## src/rtl/dac_link_pkg.sv

```systemverilog
// Shared constants and types for the 3-wire DAC link receiver.
// Frame layout: 8-bit control byte followed by a 16-bit data word.
package dac_link_pkg;

  localparam int FRAME_BITS = 24;
  localparam int CTRL_W     = 8;
  localparam int DATA_W     = 16;
  localparam int CH_W       = 2;

  localparam int CTRL_CH_LSB = 1;
  localparam int CTRL_LD_LSB = 4;

  typedef enum logic [1:0] {
    LD_BUF     = 2'b00,
    LD_BUF_UPD = 2'b01,
    LD_UPD_ALL = 2'b10,
    LD_RSVD    = 2'b11
  } ld_e;

  typedef enum logic [1:0] {
    ST_ARM   = 2'd0,
    ST_IDLE  = 2'd1,
    ST_SHIFT = 2'd2,
    ST_DONE  = 2'd3
  } rx_state_e;

endpackage

```

## src/rtl/dac_spi_receiver_sync_edge_det.sv

```systemverilog
// Two-flop synchronizer plus history flop.
// Edges compare the synchronized value against the history flop.
module sync_edge_det (
  input  logic clk,
  input  logic rst,
  input  logic d,
  output logic q,
  output logic rise,
  output logic fall
);

  logic [1:0] sync_q;
  logic       hist_q;

  always_ff @(posedge clk or posedge rst) begin
    if (rst) begin
      sync_q <= '0;
      hist_q <= 1'b0;
    end else begin
      sync_q <= {sync_q[0], d};
      hist_q <= sync_q[1];
    end
  end

  assign q    = sync_q[1];
  assign rise = sync_q[1] & ~hist_q;
  assign fall = ~sync_q[1] & hist_q;

endmodule

```

## src/rtl/dac_spi_receiver.sv

```systemverilog
// Oversampling receiver for the DAC link; rebuilds 24-bit frames and
// models the four-channel DAC buffer and output registers.
module dac_spi_receiver
  import dac_link_pkg::*;
#(
  parameter int N_CH  = 4,
  parameter int CNT_W = 16
) (
  input  logic                   dataclk,
  input  logic                   reset,
  input  logic                   DAC_SYNC,
  input  logic                   DAC_SCLK,
  input  logic                   DAC_DIN,
  input  logic                   rx_en,
  output logic                   word_valid,
  output logic [CTRL_W-1:0]      rx_ctrl,
  output logic [DATA_W-1:0]      rx_data,
  output logic [CH_W-1:0]        rx_channel,
  output logic [DATA_W*N_CH-1:0] dac_out,
  output logic                   frame_err,
  output logic [CNT_W-1:0]       frame_count,
  output logic [CNT_W-1:0]       err_count
);

  logic sync_q, sync_rise, sync_fall;
  logic sclk_q, sclk_rise, sclk_fall;
  logic din_q, din_rise, din_fall;

  sync_edge_det u_sync (
    .clk  (dataclk),
    .rst  (reset),
    .d    (DAC_SYNC),
    .q    (sync_q),
    .rise (sync_rise),
    .fall (sync_fall)
  );

  sync_edge_det u_sclk (
    .clk  (dataclk),
    .rst  (reset),
    .d    (DAC_SCLK),
    .q    (sclk_q),
    .rise (sclk_rise),
    .fall (sclk_fall)
  );

  sync_edge_det u_din (
    .clk  (dataclk),
    .rst  (reset),
    .d    (DAC_DIN),
    .q    (din_q),
    .rise (din_rise),
    .fall (din_fall)
  );

  logic unused_edges;
  assign unused_edges = ^{sclk_q, sclk_rise, din_rise, din_fall};

  rx_state_e state_q, state_d;

  logic [FRAME_BITS-1:0] sr_q;
  logic [4:0]            bit_cnt_q;
  logic                  clr, shift_en, done_good, done_bad;

  logic [DATA_W-1:0] dac_buf [N_CH];
  logic [DATA_W-1:0] dac_q   [N_CH];

  logic [DATA_W-1:0] sr_data;
  logic [CH_W-1:0]   sr_ch;
  ld_e               sr_ld;

  assign sr_data = sr_q[DATA_W-1:0];
  assign sr_ch   = sr_q[DATA_W+CTRL_CH_LSB +: CH_W];
  assign sr_ld   = ld_e'(sr_q[DATA_W+CTRL_LD_LSB +: 2]);

  always_ff @(posedge dataclk or posedge reset) begin
    if (reset) state_q <= ST_ARM;
    else       state_q <= state_d;
  end

  always_comb begin
    state_d   = state_q;
    clr       = 1'b0;
    shift_en  = 1'b0;
    done_good = 1'b0;
    done_bad  = 1'b0;
    unique case (state_q)
      ST_ARM: begin
        if (sync_q) state_d = ST_IDLE;
      end
      ST_IDLE: begin
        if (sync_fall) begin
          clr     = 1'b1;
          state_d = ST_SHIFT;
        end
      end
      ST_SHIFT: begin
        shift_en = sclk_fall;
        if (sync_rise) state_d = ST_DONE;
      end
      ST_DONE: begin
        done_good = (bit_cnt_q == 5'(FRAME_BITS));
        done_bad  = ~done_good;
        state_d   = ST_IDLE;
      end
      default: state_d = ST_ARM;
    endcase
    // Disabled receiver re-arms so it never joins a frame mid-way.
    if (!rx_en) begin
      state_d   = ST_ARM;
      clr       = 1'b0;
      shift_en  = 1'b0;
      done_good = 1'b0;
      done_bad  = 1'b0;
    end
  end

  always_ff @(posedge dataclk or posedge reset) begin
    if (reset) begin
      sr_q      <= '0;
      bit_cnt_q <= '0;
    end else if (clr) begin
      sr_q      <= '0;
      bit_cnt_q <= '0;
    end else if (shift_en) begin
      sr_q <= {sr_q[FRAME_BITS-2:0], din_q};
      if (bit_cnt_q != 5'd31) bit_cnt_q <= bit_cnt_q + 5'd1;
    end
  end

  always_ff @(posedge dataclk or posedge reset) begin
    if (reset) begin
      word_valid  <= 1'b0;
      frame_err   <= 1'b0;
      rx_ctrl     <= '0;
      rx_data     <= '0;
      rx_channel  <= '0;
      frame_count <= '0;
      err_count   <= '0;
    end else begin
      word_valid <= done_good;
      frame_err  <= done_bad;
      if (done_good) begin
        rx_ctrl     <= sr_q[FRAME_BITS-1:DATA_W];
        rx_data     <= sr_data;
        rx_channel  <= sr_ch;
        frame_count <= frame_count + 1'b1;
      end
      if (done_bad && (err_count != '1)) begin
        err_count <= err_count + 1'b1;
      end
    end
  end

  always_ff @(posedge dataclk or posedge reset) begin
    if (reset) begin
      for (int c = 0; c < N_CH; c++) begin
        dac_buf[c] <= '0;
        dac_q[c]   <= '0;
      end
    end else if (done_good) begin
      dac_buf[sr_ch] <= sr_data;
      unique case (sr_ld)
        LD_BUF_UPD: dac_q[sr_ch] <= sr_data;
        LD_UPD_ALL: begin
          for (int c = 0; c < N_CH; c++) begin
            dac_q[c] <= (CH_W'(c) == sr_ch) ? sr_data : dac_buf[c];
          end
        end
        default: ;
      endcase
    end
  end

  always_comb begin
    dac_out = '0;
    for (int c = 0; c < N_CH; c++) begin
      dac_out[DATA_W*c +: DATA_W] = dac_q[c];
    end
  end

endmodule

```

## config.mk

```make
export PLATFORM = sky130hd
export DESIGN_NAME = dac_spi_receiver
export DESIGN_NICKNAME = d
export VERILOG_FILES = /design/src/rtl/dac_link_pkg.sv /design/src/rtl/dac_spi_receiver_sync_edge_det.sv /design/src/rtl/dac_spi_receiver.sv
export SDC_FILE = /design/constraint.sdc
export NUM_CORES = 1
export LEC_CHECK = 0
export BUFFER_PORTS_ARGS = -buffer_cell sky130_fd_sc_hd__buf_4
export CORE_MARGIN = 1
export CORE_UTILIZATION = 64
export CTS_BUF_LIST = sky130_fd_sc_hd__clkbuf_8
export DETAILED_ROUTE_END_ITERATION = 8
export HOLD_SLACK_MARGIN = 0.06
export PLACE_DENSITY = 0.85
export RECOVER_POWER = 100
export SLEW_MARGIN = 20
export SYNTH_ARGS = -nofsm -noshare
export SYNTH_HDL_FRONTEND = slang
export SYNTH_SLANG_ARGS = --single-unit
```

## constraint.sdc

```tcl
create_clock -name dataclk -period 24.4 [get_ports dataclk]
set_clock_uncertainty 0.1 [all_clocks]
set_input_delay 6.1 -clock dataclk [delete_from_list [all_inputs] [get_ports dataclk]]
set_output_delay 6.1 -clock dataclk [all_outputs]
set_load 0.005 [all_outputs]
```

Word level (Yosys, flattened, before mapping)

Cells that the tools add are included.

Add/sub/neg operators: 3
$lt $le $gt $ge: 2
Eq/ne operators: 14
Muxes and demuxes: 28
Bitwise gates (word level): 8
Reductions and logical operators: 10

Operators with widths:

| cell                                                                  | number |
|---|---|
| 64-bit bitwise mux                                                    | 2 |
| 64-bit one-hot mux with 2 select lines                                | 1 |
| 16-bit 2-to-1 mux                                                     | 5 |
| 24-bit 2-to-1 mux                                                     | 2 |
| 16-bit by 1-bit adder with 16-bit output, second input constant       | 2 |
| 16-bit demux with 2-bit select                                        | 1 |
| 16-bit inequality test, second input constant                         | 1 |
| 5-bit 2-to-1 mux                                                      | 3 |
| 1-bit 2-to-1 mux                                                      | 9 |
| 2-bit 2-to-1 mux                                                      | 4 |
| 2-bit one-hot mux with 4 select lines                                 | 1 |
| 2-bit equality test, second input constant                            | 3 |
| 3-bit inequality test, second input constant                          | 2 |
| 2-bit nonzero test                                                    | 3 |
| 5-bit by 1-bit adder with 5-bit output, second input constant         | 1 |
| 5-bit equality test, second input constant                            | 1 |
| 5-bit inequality test, second input constant                          | 1 |
| 2-bit by 1-bit equality test with 1-bit output, second input constant | 2 |
| 2-bit equality test, first input constant                             | 2 |
| 2-bit logical NOT                                                     | 2 |
| 1-bit NOT                                                             | 4 |
| 2-bit AND reduction                                                   | 2 |
| 1-bit AND                                                             | 3 |
| 3-bit greater-or-equal comparator, second input constant              | 1 |
| 6 further kinds                                                       | 7 |

Bits in registers: 227

Logic depth before layout (Yosys ltp)

Gate-level depths: netlist (run 1).

Word-level depth: 7
Depth in mapped cells: 10

Modules after synthesis

Synthesis (run 1) repeated with hierarchy kept, for this count alone.

Cell total of the unflattened synthesis: 941
Area total of the unflattened synthesis: 9815.7 um^2

Modules (own cells, without submodules):

| module           | instances | cells an instance | area an instance (um^2) |
|---|---|---|---|
| dac_spi_receiver | 1         | 923               | 9534.1 |
| sync_edge_det    | 3         | 6                 | 93.8 |

Worst setup path before layout (run 1)

OpenSTA, ideal clock, no wires.

Path type: input-to-reg
Start: input rx_en
End: register dac_buf[0] (netlist bit)
Library setup time: 125 ps
Arrival: 7291 ps
Setup slack: 16885 ps
Stages: 6
Path through: and2_1 -> clkbuf_1 -> nand2_2 -> nor2_4 -> buf_4 -> mux2_2

Cells in the longest elaborated chain, start to end: 1

RTL lines:

| element                       | line                    | source |
|---|---|---|
| start, declared               | dac_spi_receiver.sv:14  | `input logic rx_en,` |
| 1-bit 2-to-1 mux              | dac_spi_receiver.sv:109 | `if (!rx_en) begin` |
| end signal, assigned by index | dac_spi_receiver.sv:162 | `dac_buf[sr_ch] <= sr_data;` |
| end, declared                 | dac_spi_receiver.sv:65  | `logic [DATA_W-1:0] dac_buf [N_CH];` |

No other way between the ends.
A chain may end at the register's enable or synchronous reset.

==> impl_metrics.env, run 1 <==
export IMPL_postSynthNetCount=949
export IMPL_pwr_share_comb_pct=5.0
export IMPL_async_flop_share_pct=100
export IMPL_slew_viol_final=228
export IMPL_r2r_setup_slack_ps=20600
export IMPL_grt_max_degree=144
export IMPL_die_x_um=125
export IMPL_drive_above_1_share_pct=22.5
export IMPL_p_clk_share_pct=40.6
export IMPL_min_from="u_sclk.sync_q[0]"
export IMPL_synth_ff_type="dfrtp_1"
export IMPL_period_minus_slack_ps=13160
export IMPL_fin_hold_ws_ps=250
export IMPL_wirelength_mm=21.9
export IMPL_place_congestion=0.794
export IMPL_ys_ff_latch=225
export IMPL_dpl_hpwl_mm=13.8
export IMPL_slowest_stage="clkinvlp_2"
export IMPL_cts_resized=0
export IMPL_status="complete, but fails checks"
export IMPL_violations="design-rule violations, max-capacitance violations, max-slew violations"
export IMPL_clockBufferDepth=3
export IMPL_intPower_uw=551
export IMPL_cts_buffers=35
export IMPL_synthCells=933
export IMPL_die_area_um2=15700
export IMPL_cap_violations=2
export IMPL_hold_path_class="flip-flop to flip-flop"
export IMPL_power_uw=722
export IMPL_path_class="primary input to asynchronous set/reset pin"
export IMPL_grt_pass1_wl_mm=36.2
export IMPL_place_area_um2=10600
export IMPL_rsz0062_at_grt="false"
export IMPL_end_kind="asynchronous set/reset pin"
export IMPL_fillers=1032
export IMPL_leakagePower_uw=0.00542
export IMPL_grt_ovfl_total=0
export IMPL_cts_tree="yes"
export IMPL_nNetsFinal=1047
export IMPL_crit_required_ps=23960
export IMPL_fmax_mhz=76.0
export IMPL_slew_limit_headroom_pct=-301
export IMPL_swShare_pct=23.6
export IMPL_ant_nets=0
export IMPL_cp_top_family="buffers and inverters"
export IMPL_via_per_inst=5.93
export IMPL_avgRoutedWirePerCell_um=17.7
export IMPL_finalHoldViolCount=0
export IMPL_drt_iter0_drc=685
export IMPL_worst_slew_pin_slew_ps=5980
export IMPL_pwr_share_seq_pct=54.3
export IMPL_fin_crit_sh_pct=53.9
export IMPL_critPathArrivalTime_ps=12720
export IMPL_vias=7314
export IMPL_core_um2=14700
export IMPL_ioPinCount=130
export IMPL_p_switching_uw=171
export IMPL_htreeDepth=2
export IMPL_r2r_start="bit_cnt_q[0]"
export IMPL_clkLatencyLatePin_ps=520
export IMPL_min_to="u_sclk.sync_q[1]"
export IMPL_worst_path_stages=3
export IMPL_setup_viol=0
export IMPL_ys_seq_area_share_pct=57.8
export IMPL_diodes=0
export IMPL_grt_pass1_vias=7093
export IMPL_tns_ps=0
export IMPL_dp_cells=1177
export IMPL_ys_types=45
export IMPL_ir_drop_uv=68.5
export IMPL_rows=44
export IMPL_worst_setup_path_start_kind="primary input"
export IMPL_syn_avg_cell_area_um2=10.4
export IMPL_syn2layout_area_growth_pct=14.2
export IMPL_final_area_um2=11100
export IMPL_clk_pin_slew_worst_paths_ps=60
export IMPL_cts_sinks=225
export IMPL_stdcell_count=1234
export IMPL_antenna_found_initial=0
export IMPL_crit_path_cell_trace="clkbuf_4 > clkinvlp_2 > clkbuf_1"
export IMPL_cts_root_buffer="clkbuf_8"
export IMPL_cts_hold_buf=0
export IMPL_yosys_warnings=0
export IMPL_path_max_fanout=143
export IMPL_max_stage_delay_ps=3300
export IMPL_syn_area_um2=9740
export IMPL_reg2reg_depth=6
export IMPL_holdPathStages=0
export IMPL_worst_path_buf_inv=3
export IMPL_cellPowerDensity_nw_per_um2=64.9
export IMPL_groute_usage_overall_pct=29.3
export IMPL_firstDrtPassIters=9
export IMPL_synth_edf_count=0
export IMPL_port_buffers=129
export IMPL_die_y_um=125
export IMPL_initial_core_util_pct=66.3
export IMPL_drc_errors=12
export IMPL_post_cts_setup_buffers=0
export IMPL_worstReg2RegEnd="dac_buf[7]"
==> power by group through the flow <==
stage | registers (µW) | logic (µW) | clock network, µW
floorplan | 392 | 28.8 | 0
global placement | 398 | 35.9 | 0
detailed placement | 399 | 37.5 | 0
CTS | 392 | 37.8 | 297
global route | 393 | 42.2 | 315
finish | 392 | 36.2 | 294
==> final cells by class <==
cell class	count	area, µm²	area share, %
inverter	13	50.0	0.450
clock inverter	13	51.3	0.461
tap	184	230	2.07
multi-input combinational	620	3610	32.4
sequential	225	5630	50.6
timing repair buffer	136	972	8.73
clock buffer	43	592	5.32
==> stage by stage <==
step	utilization (%)	setup WS (ps)
floorplan	-	12040
finish	75.7	11240
CTS	76.8	16750
global route	75.7	9640
global placement	72.4	16290
detailed placement	72.4	16230
==> layout by cell type (no fill, tap or decap), types with 8 or more instances in the layout <==
cell type,Yosys,routed
a21oi_1,27,27
a31oi_1,65,65
clkbuf_1,46,13
clkbuf_4,0,122
clkbuf_8,0,43
dfrtp_1,225,225
ha_1,10,9
inv_1,12,23
mux2_2,59,59
nand2_1,182,183
nand3_1,89,89
nand4_1,9,9
nor2_1,81,85
nor3_1,8,8
xnor2_1,16,16
xor2_1,15,15
==> registers in the layout, summed over array words and instances (netlist names) <==
name	cells
rx_ctrl	8
dac_out	64
u_sclk.hist_q	1
dac_buf	64
bit_cnt_q	5
err_count	16
u_din.sync_q	2
u_sync.sync_q	2
rx_data	16
u_sclk.sync_q	2
frame_count	16
state_q	2
sr_q	24
word_valid	1
frame_err	1
u_sync.hist_q	1
==> per-layer routing <==
layer	up-vias	global-route usage, %	share of wire, %
met5	-	0	0
met2	275	45.8	47
li1	3373	-	-
met3	44	5.31	6.5
met1	3622	41.7	44
met4	0	9.97	2.5
==> synth_stat cells (all sizes together), types with 3 or more instances <==
master   number  area (µm²)
nor3          8        40.0
buf          28         175
a2111oi       4         110
nor4          5        43.8
a31oi        65         407
nand3        89         445
o21ai         4        20.0
xor2         15         131
clkbuf       47         178
inv          13        48.8
nand4        10        68.8
xnor2        16         140
mux2         66         743
and3          7        43.8
dfrtp       225        5630
and4b         3        30.0
a21oi        27         135
o211ai        3        22.5
ha           10         125
nor2b         4        25.0
nand2       183         689
nor2         85         349
==> kinds of logic (layout without fill, tap and decap cells) <==
kind of cell,Yosys count,count (layout),share of synthesized area [%]
AND/OR/NAND/NOR,407,407,19.0
flip-flops,225,225,57.8
AO/OA/AOI/OAI,105,105,7.32
buffers and inverters,88,205,4.12
multiplexers,67,67,7.73
XOR/XNOR,31,31,2.79
adder cells (fa/ha/maj),10,10,1.28
==> worst max path at each step <==
stage,start,to,slack (ps)
2_1_floorplan,reset,bit_cnt_q[0],12040
3_3_place_gp,reset,dac_out[58],16290
3_5_place_dp,rx_en,dac_buf[42],16230
5_1_grt,reset,dac_out[53],9640
6_report,reset,dac_out[55],11240
4_1_cts,rx_en,bit_cnt_q[0],16750
(Power assumes the default switching activity.)
==> run 2: changes to the inputs <==
- CORE_UTILIZATION: 64 -> 60
- PLACE_DENSITY: 0.85 -> 0.81
- clock period: 24.4 -> 13.7 ns (I/O delays scaled with it)
==> run 2 against run 1 <==
Net effect: the run ends with max-capacitance violations, max-slew violations left; clock power up 83%; first-iteration DRC count is 22% lower; sequential share of layout area decreased by 0.22 points; non-clock buffer count increased by 1; cell count increased by 3.0%; worst hold slack worse by 2.6 ps; sequential power up 78%; highest routed layer unchanged; routed wire length increased by 1.7%; critical path depth did not move.
==> impl_metrics.env, run 2 (synthesis results as in run 1) <==
export IMPL_status="complete, but fails checks"
export IMPL_violations="max-capacitance violations, max-slew violations"
export IMPL_grt_ovfl_total=0
export IMPL_worst_setup_path_start_kind="primary input"
export IMPL_post_cts_setup_buffers=0
export IMPL_vias=7289
export IMPL_cts_hold_buf=0
export IMPL_critPathArrivalTime_ps=7230
export IMPL_via_per_inst=5.73
export IMPL_setup_viol=0
export IMPL_cts_resized=0
export IMPL_ant_nets=0
export IMPL_dp_cells=1210
export IMPL_slew_limit_headroom_pct=-222
export IMPL_die_y_um=129
export IMPL_worst_slew_pin_slew_ps=4800
export IMPL_antenna_found_initial=0
export IMPL_hold_path_class="flip-flop to flip-flop"
export IMPL_pwr_share_seq_pct=53.7
export IMPL_fin_crit_sh_pct=49.4
export IMPL_die_area_um2=16800
export IMPL_stdcell_count=1271
export IMPL_syn2layout_area_growth_pct=14.7
export IMPL_path_class="primary input to asynchronous set/reset pin"
export IMPL_reg2reg_depth=5
export IMPL_cellPowerDensity_nw_per_um2=116
export IMPL_p_clk_share_pct=41.3
export IMPL_htreeDepth=2
export IMPL_holdPathStages=0
export IMPL_fin_hold_ws_ps=247
export IMPL_place_congestion=0.795
export IMPL_period_minus_slack_ps=6770
export IMPL_rsz0062_at_grt="false"
export IMPL_grt_max_degree=113
export IMPL_ioPinCount=130
export IMPL_seqCellArea_um2=5630
export IMPL_tns_ps=0
export IMPL_clockBufferDepth=3
export IMPL_grt_pass1_vias=6937
export IMPL_rows=46
export IMPL_avgRoutedWirePerCell_um=17.5
export IMPL_clkLatencyLatePin_ps=520
export IMPL_layout_common_cells="225 x dfrtp_1, 183 x nand2_1, 115 x clkbuf_4"
export IMPL_intPower_uw=989
export IMPL_drt_iter0_drc=533
export IMPL_end_kind="asynchronous set/reset pin"
export IMPL_clk_pin_slew_worst_paths_ps=60
export IMPL_pwr_share_comb_pct=5.0
export IMPL_slew_viol_final=113
export IMPL_cts_buffers=36
export IMPL_p_switching_uw=311
export IMPL_fillers=1221
export IMPL_groute_usage_overall_pct=28.1
export IMPL_cts_tree="yes"
export IMPL_core_um2=15900
export IMPL_port_buffers=129
export IMPL_cts_root_buffer="clkbuf_8"
export IMPL_firstDrtPassIters=5
export IMPL_leakagePower_uw=0.00543
export IMPL_cap_violations=1
export IMPL_drc_errors=0
export IMPL_grt_pass1_wl_mm=36.1
export IMPL_finalHoldViolCount=0
export IMPL_ir_drop_uv=80.5
export IMPL_path_max_fanout=112
export IMPL_diodes=0
export IMPL_initial_core_util_pct=61.3
export IMPL_swShare_pct=23.9
export IMPL_fmax_mhz=148
export IMPL_power_uw=1300
export IMPL_dpl_hpwl_mm=13.7
export IMPL_multi_input_area_um2=3610
export IMPL_wirelength_mm=22.2
export IMPL_cts_sinks=225
export IMPL_drive_above_1_share_pct=21.8
export IMPL_crit_required_ps=14160
export IMPL_die_x_um=129
export IMPL_nNetsFinal=1049
export IMPL_final_common_cell="dfrtp_1"
[run 2: cell types whose count changed in the layout (fill, tap and decap cells not counted), sizes merged]
cell / change
buf: +2
clkinv: -2
inv: +5
[run 2: worst max-delay path, cell delays in order]
cell	delay, ps
clkbuf_4	110
clkinvlp_2	2650
buf_4	950
[run 2: final timing paths]
kind                             startpoint               end  slack (ps)
setup / recovery                      reset       dac_buf[32]        6930
hold / removal             u_sync.sync_q[0]  u_sync.sync_q[1]         250
setup reg to reg                   sr_q[17]       dac_out[18]        9840
hold reg to reg            u_sync.sync_q[0]  u_sync.sync_q[1]         250
max in group dataclk                  rx_en       dac_buf[63]        7480
min in group asynchronous             reset   frame_count[15]        4280
[run 2: per-layer routing]
| layer | global-route usage [%] | share of wire, % | wire, µm |
|---|---|---|---|
| met3 | 4.46 | 6.0 | 1330 |
| met1 | 39.9 | 45 | 9900 |
| met4 | 12.3 | 3.3 | 728 |
| met5 | 0 | 0 | 0 |
| met2 | 43.1 | 46 | 10300 |
[run 2: through the flow]
step	setup slack, ps	util, %	area [µm²]
after floorplan	4010	-	9740
after global placement	8240	67.3	10700
after detailed placement	8190	67.3	10700
after CTS	8710	71.5	11400
after global routing	6100	70.4	11200
final	6930	70.4	11200
[run 2: power groups by stage]
stage / sequential [µW] / combinational, µW / clock, µW
3_5_place_dp: 709 / 67.3 / 0
5_1_grt: 700 / 75.0 / 572
2_1_floorplan: 698 / 51.3 / 0
3_3_place_gp: 709 / 64.9 / 0
6_report: 698 / 64.8 / 537
4_1_cts: 698 / 67.4 / 541
[run 2: area by class of cell]
| cell class | instances | area share (%) |
|---|---|---|
| flip-flops and latches | 225 | 50.4 |
| multi-input cells | 620 | 32.3 |
| well taps | 216 | 2.42 |
| clock inverters | 16 | 0.537 |
| inverters | 13 | 0.448 |
| repair buffers | 137 | 8.56 |
| clock buffers | 44 | 5.42 |
==> run 3: changes to the inputs <==
- ABC_AREA: not set -> 1
- CORE_UTILIZATION: 60 -> 54
- PLACE_DENSITY: 0.81 -> 0.76
- clock period: 13.7 -> 6.05 ns (I/O delays scaled with it)
==> run 3 against run 2 <==
Net effect: the run ends with design-rule violations, max-capacitance violations, max-slew violations left; non-clock buffer count up 2; synthesized cell count increased by 26%; first-iteration DRC count increased by 43%; utilization is 5.8 points lower; clock power is 130% higher; critical path type is now primary input to flip-flop; critical endpoint is now dac_buf[13]; highest routed layer unchanged.
==> impl_metrics.env, run 3 <==
export IMPL_syn2layout_area_growth_pct=16.6
export IMPL_tns_ps=0
export IMPL_ant_nets=0
export IMPL_die_x_um=138
export IMPL_async_flop_share_pct=100
export IMPL_place_congestion=0.844
export IMPL_multi_input_area_um2=3820
export IMPL_syn_avg_cell_area_um2=8.49
export IMPL_worst_setup_path_start_kind="primary input"
export IMPL_clk_pin_slew_worst_paths_ps=50
export IMPL_die_y_um=138
export IMPL_clkLatencyLatePin_ps=530
export IMPL_cts_hold_buf=0
export IMPL_grt_ovfl_total=0
export IMPL_finish_utilization_pct=64.5
export IMPL_diodes=0
export IMPL_synth_top_cells_by_count="371 x nand2_1, 225 x dfrtp_1, 125 x o21ai_0"
export IMPL_crit_path_cell_trace="clkbuf_1 > nand2_1 > nor2_2 > clkbuf_1 > nand3_1 > o21ai_0"
export IMPL_synth_edf_count=0
export IMPL_synthXorXnorAreaFrac_pct=1.31
export IMPL_holdPathStages=0
export IMPL_r2r_setup_slack_ps=2380
export IMPL_yosys_warnings=0
export IMPL_grt_pass1_vias=7603
export IMPL_synth_most_common_cell="nand2_1"
export IMPL_grt_pass1_wl_mm=38.6
export IMPL_cp_top_family="simple AND/OR/NAND/NOR gates"
export IMPL_ys_seq_area_share_pct=56.2
export IMPL_postSynthNetCount=1196
export IMPL_firstDrtPassIters=7
export IMPL_cts_sinks=225
export IMPL_fillers=1561
export IMPL_fmax_mhz=237
export IMPL_initial_core_util_pct=55.4
export IMPL_ys_ff_latch=225
export IMPL_cts_buffers=39
export IMPL_synth_ff_type="dfrtp_1"
export IMPL_syn_area_um2=10000
export IMPL_cts_resized=0
export IMPL_path_class="primary input to flip-flop"
export IMPL_max_stage_delay_ps=1020
export IMPL_post_cts_setup_buffers=0
export IMPL_dr_wl_met2_mm=10.5
export IMPL_critPathArrivalTime_ps=4520
export IMPL_synth_simple_area_share_pct=23.5
export IMPL_finalHoldViolCount=0
export IMPL_slew_viol_final=120
export IMPL_via_per_inst=5.41
export IMPL_path_max_fanout=31
export IMPL_drt_iter0_drc=762
export IMPL_cap_violations=2
export IMPL_end_kind="flip-flop"
export IMPL_synthCells=1180
export IMPL_slew_limit_headroom_pct=-16.0
export IMPL_grt_max_degree=139
export IMPL_fin_crit_sh_pct=69.6
export IMPL_nNetsFinal=1308
export IMPL_htreeDepth=2
export IMPL_period_minus_slack_ps=4210
export IMPL_synth_top_family_by_area="simple AND/OR/NAND/NOR gates"
export IMPL_wirelength_mm=23.1
export IMPL_place_area_um2=11000
export IMPL_worstReg2RegEnd="dac_buf[13]"
export IMPL_ys_top_cells_by_area="dfrtp_1 56%, nand2_1 14%, o21ai_0 6.2%"
export IMPL_ys_types=28
export IMPL_yosys_area_top_type="dfrtp_1"
export IMPL_hold_path_class="flip-flop to flip-flop"
export IMPL_dpl_hpwl_mm=14.8
export IMPL_cts_tree="yes"
export IMPL_port_buffers=129
export IMPL_yosys_area_top_type_share_pct=56.2
export IMPL_slowest_stage="nand3_1"
export IMPL_seqCellArea_um2=5630
export IMPL_r2r_start="bit_cnt_q[0]"
export IMPL_status="complete, but fails checks"
export IMPL_final_common_cell="nand2_1"
export IMPL_worst_path_buf_inv=2
export IMPL_final_area_um2=11700
export IMPL_layout_common_cells="372 x nand2_1, 225 x dfrtp_1, 132 x o21ai_0"
export IMPL_clockBufferDepth=3
export IMPL_reg2reg_depth=7
export IMPL_vias=8346
export IMPL_routed_top_layer="met4"
export IMPL_cellPowerDensity_nw_per_um2=343
export IMPL_min_from="u_din.sync_q[0]"
export IMPL_antenna_found_initial=0
export IMPL_avgRoutedWirePerCell_um=15.0
export IMPL_drive_above_1_share_pct=14.0
export IMPL_synth_compound_area_share_pct=12.0
export IMPL_synthMuxAreaShare_pct=0
export IMPL_ir_drop_uv=175
export IMPL_cts_root_buffer="clkbuf_8"
export IMPL_groute_usage_overall_pct=24.9
export IMPL_path_common_cell="clkbuf_1"
export IMPL_setup_viol=0
export IMPL_rows=49
export IMPL_crit_required_ps=6360
export IMPL_violations="design-rule violations, max-capacitance violations, max-slew violations"
export IMPL_synthAdderAreaFrac_pct=1.25
export IMPL_wl_met3_mm=1.57
export IMPL_drt_met1_wl_mm=10.6
export IMPL_ioPinCount=130
export IMPL_drc_errors=26
export IMPL_leakagePower_uw=0.00587
export IMPL_rsz0062_at_grt="false"
export IMPL_die_area_um2=19100
export IMPL_worst_slew_pin_slew_ps=1740
export IMPL_min_to="u_din.sync_q[1]"
export IMPL_core_um2=18100
## run 3: final cells by class
cell class / instances / area share (%)
timing repair buffer: 139 / 8.54
multi-input combinational: 822 / 32.7
clock inverter: 18 / 0.675
sequential: 225 / 48.2
clock buffer: 45 / 5.31
tap: 229 / 2.45
inverter: 65 / 2.10
## run 3: cell families (layout without fill, tap and decap cells)
group | after synthesis | in the layout
AOI/OAI and AO/OA | 226 | 226
xor gates and xnor gates | 15 | 15
adders and majority gates | 10 | 10
buffers and inverters | 133 | 267
DFF | 225 | 225
and+or+nand+nor | 571 | 571
## run 3: metal layers
layer	GRT usage (%)	up-vias
met5	0	-
met4	8.52	0
met3	4.50	38
met2	37.8	299
met1	36.4	3920
li1	-	4089
## run 3: report_power, final
| part | internal [µW] | total (µW) | switching (µW) |
|---|---|---|---|
| combinational | 248 | 997 | 749 |
| sequential | 1630 | 1750 | 121 |
| clock | 671 | 1260 | 588 |
| total | 2550 | 4010 | 1460 |
## run 3: worst reg2reg max path, stage by stage (launching register included)
cell and delay (ps):
dfrtp_1 380, inv_1 120, ha_1 170, nand4_1 190, nor2_2 120, clkbuf_1 960, nand3_1 1030, o21ai_0 480
## run 3: worst max path at each step
stage	start	end	slack (ps)	cells past startpoint
after floorplan	reset	bit_cnt_q[0]	1500	1
final	rx_en	dac_buf[13]	1840	6
after global routing	rx_en	dac_buf[13]	1500	6
after detailed placement	rx_en	bit_cnt_q[3]	2440	7
after global placement	rx_en	bit_cnt_q[3]	2500	7
after CTS	rx_en	bit_cnt_q[3]	2980	7
## run 3: through the flow
stage | power, µW | worst slack (ps) | std cells | hold slack [ps]
after floorplan | 2460 | 1500 | 1180 | 231
final | 4010 | 1840 | 1543 | 243
after global routing | 4230 | 1500 | 1543 | 255
after global placement | 2750 | 2500 | 1480 | 237
after detailed placement | 2770 | 2440 | 1480 | 236
after CTS | 4040 | 2980 | 1543 | 246
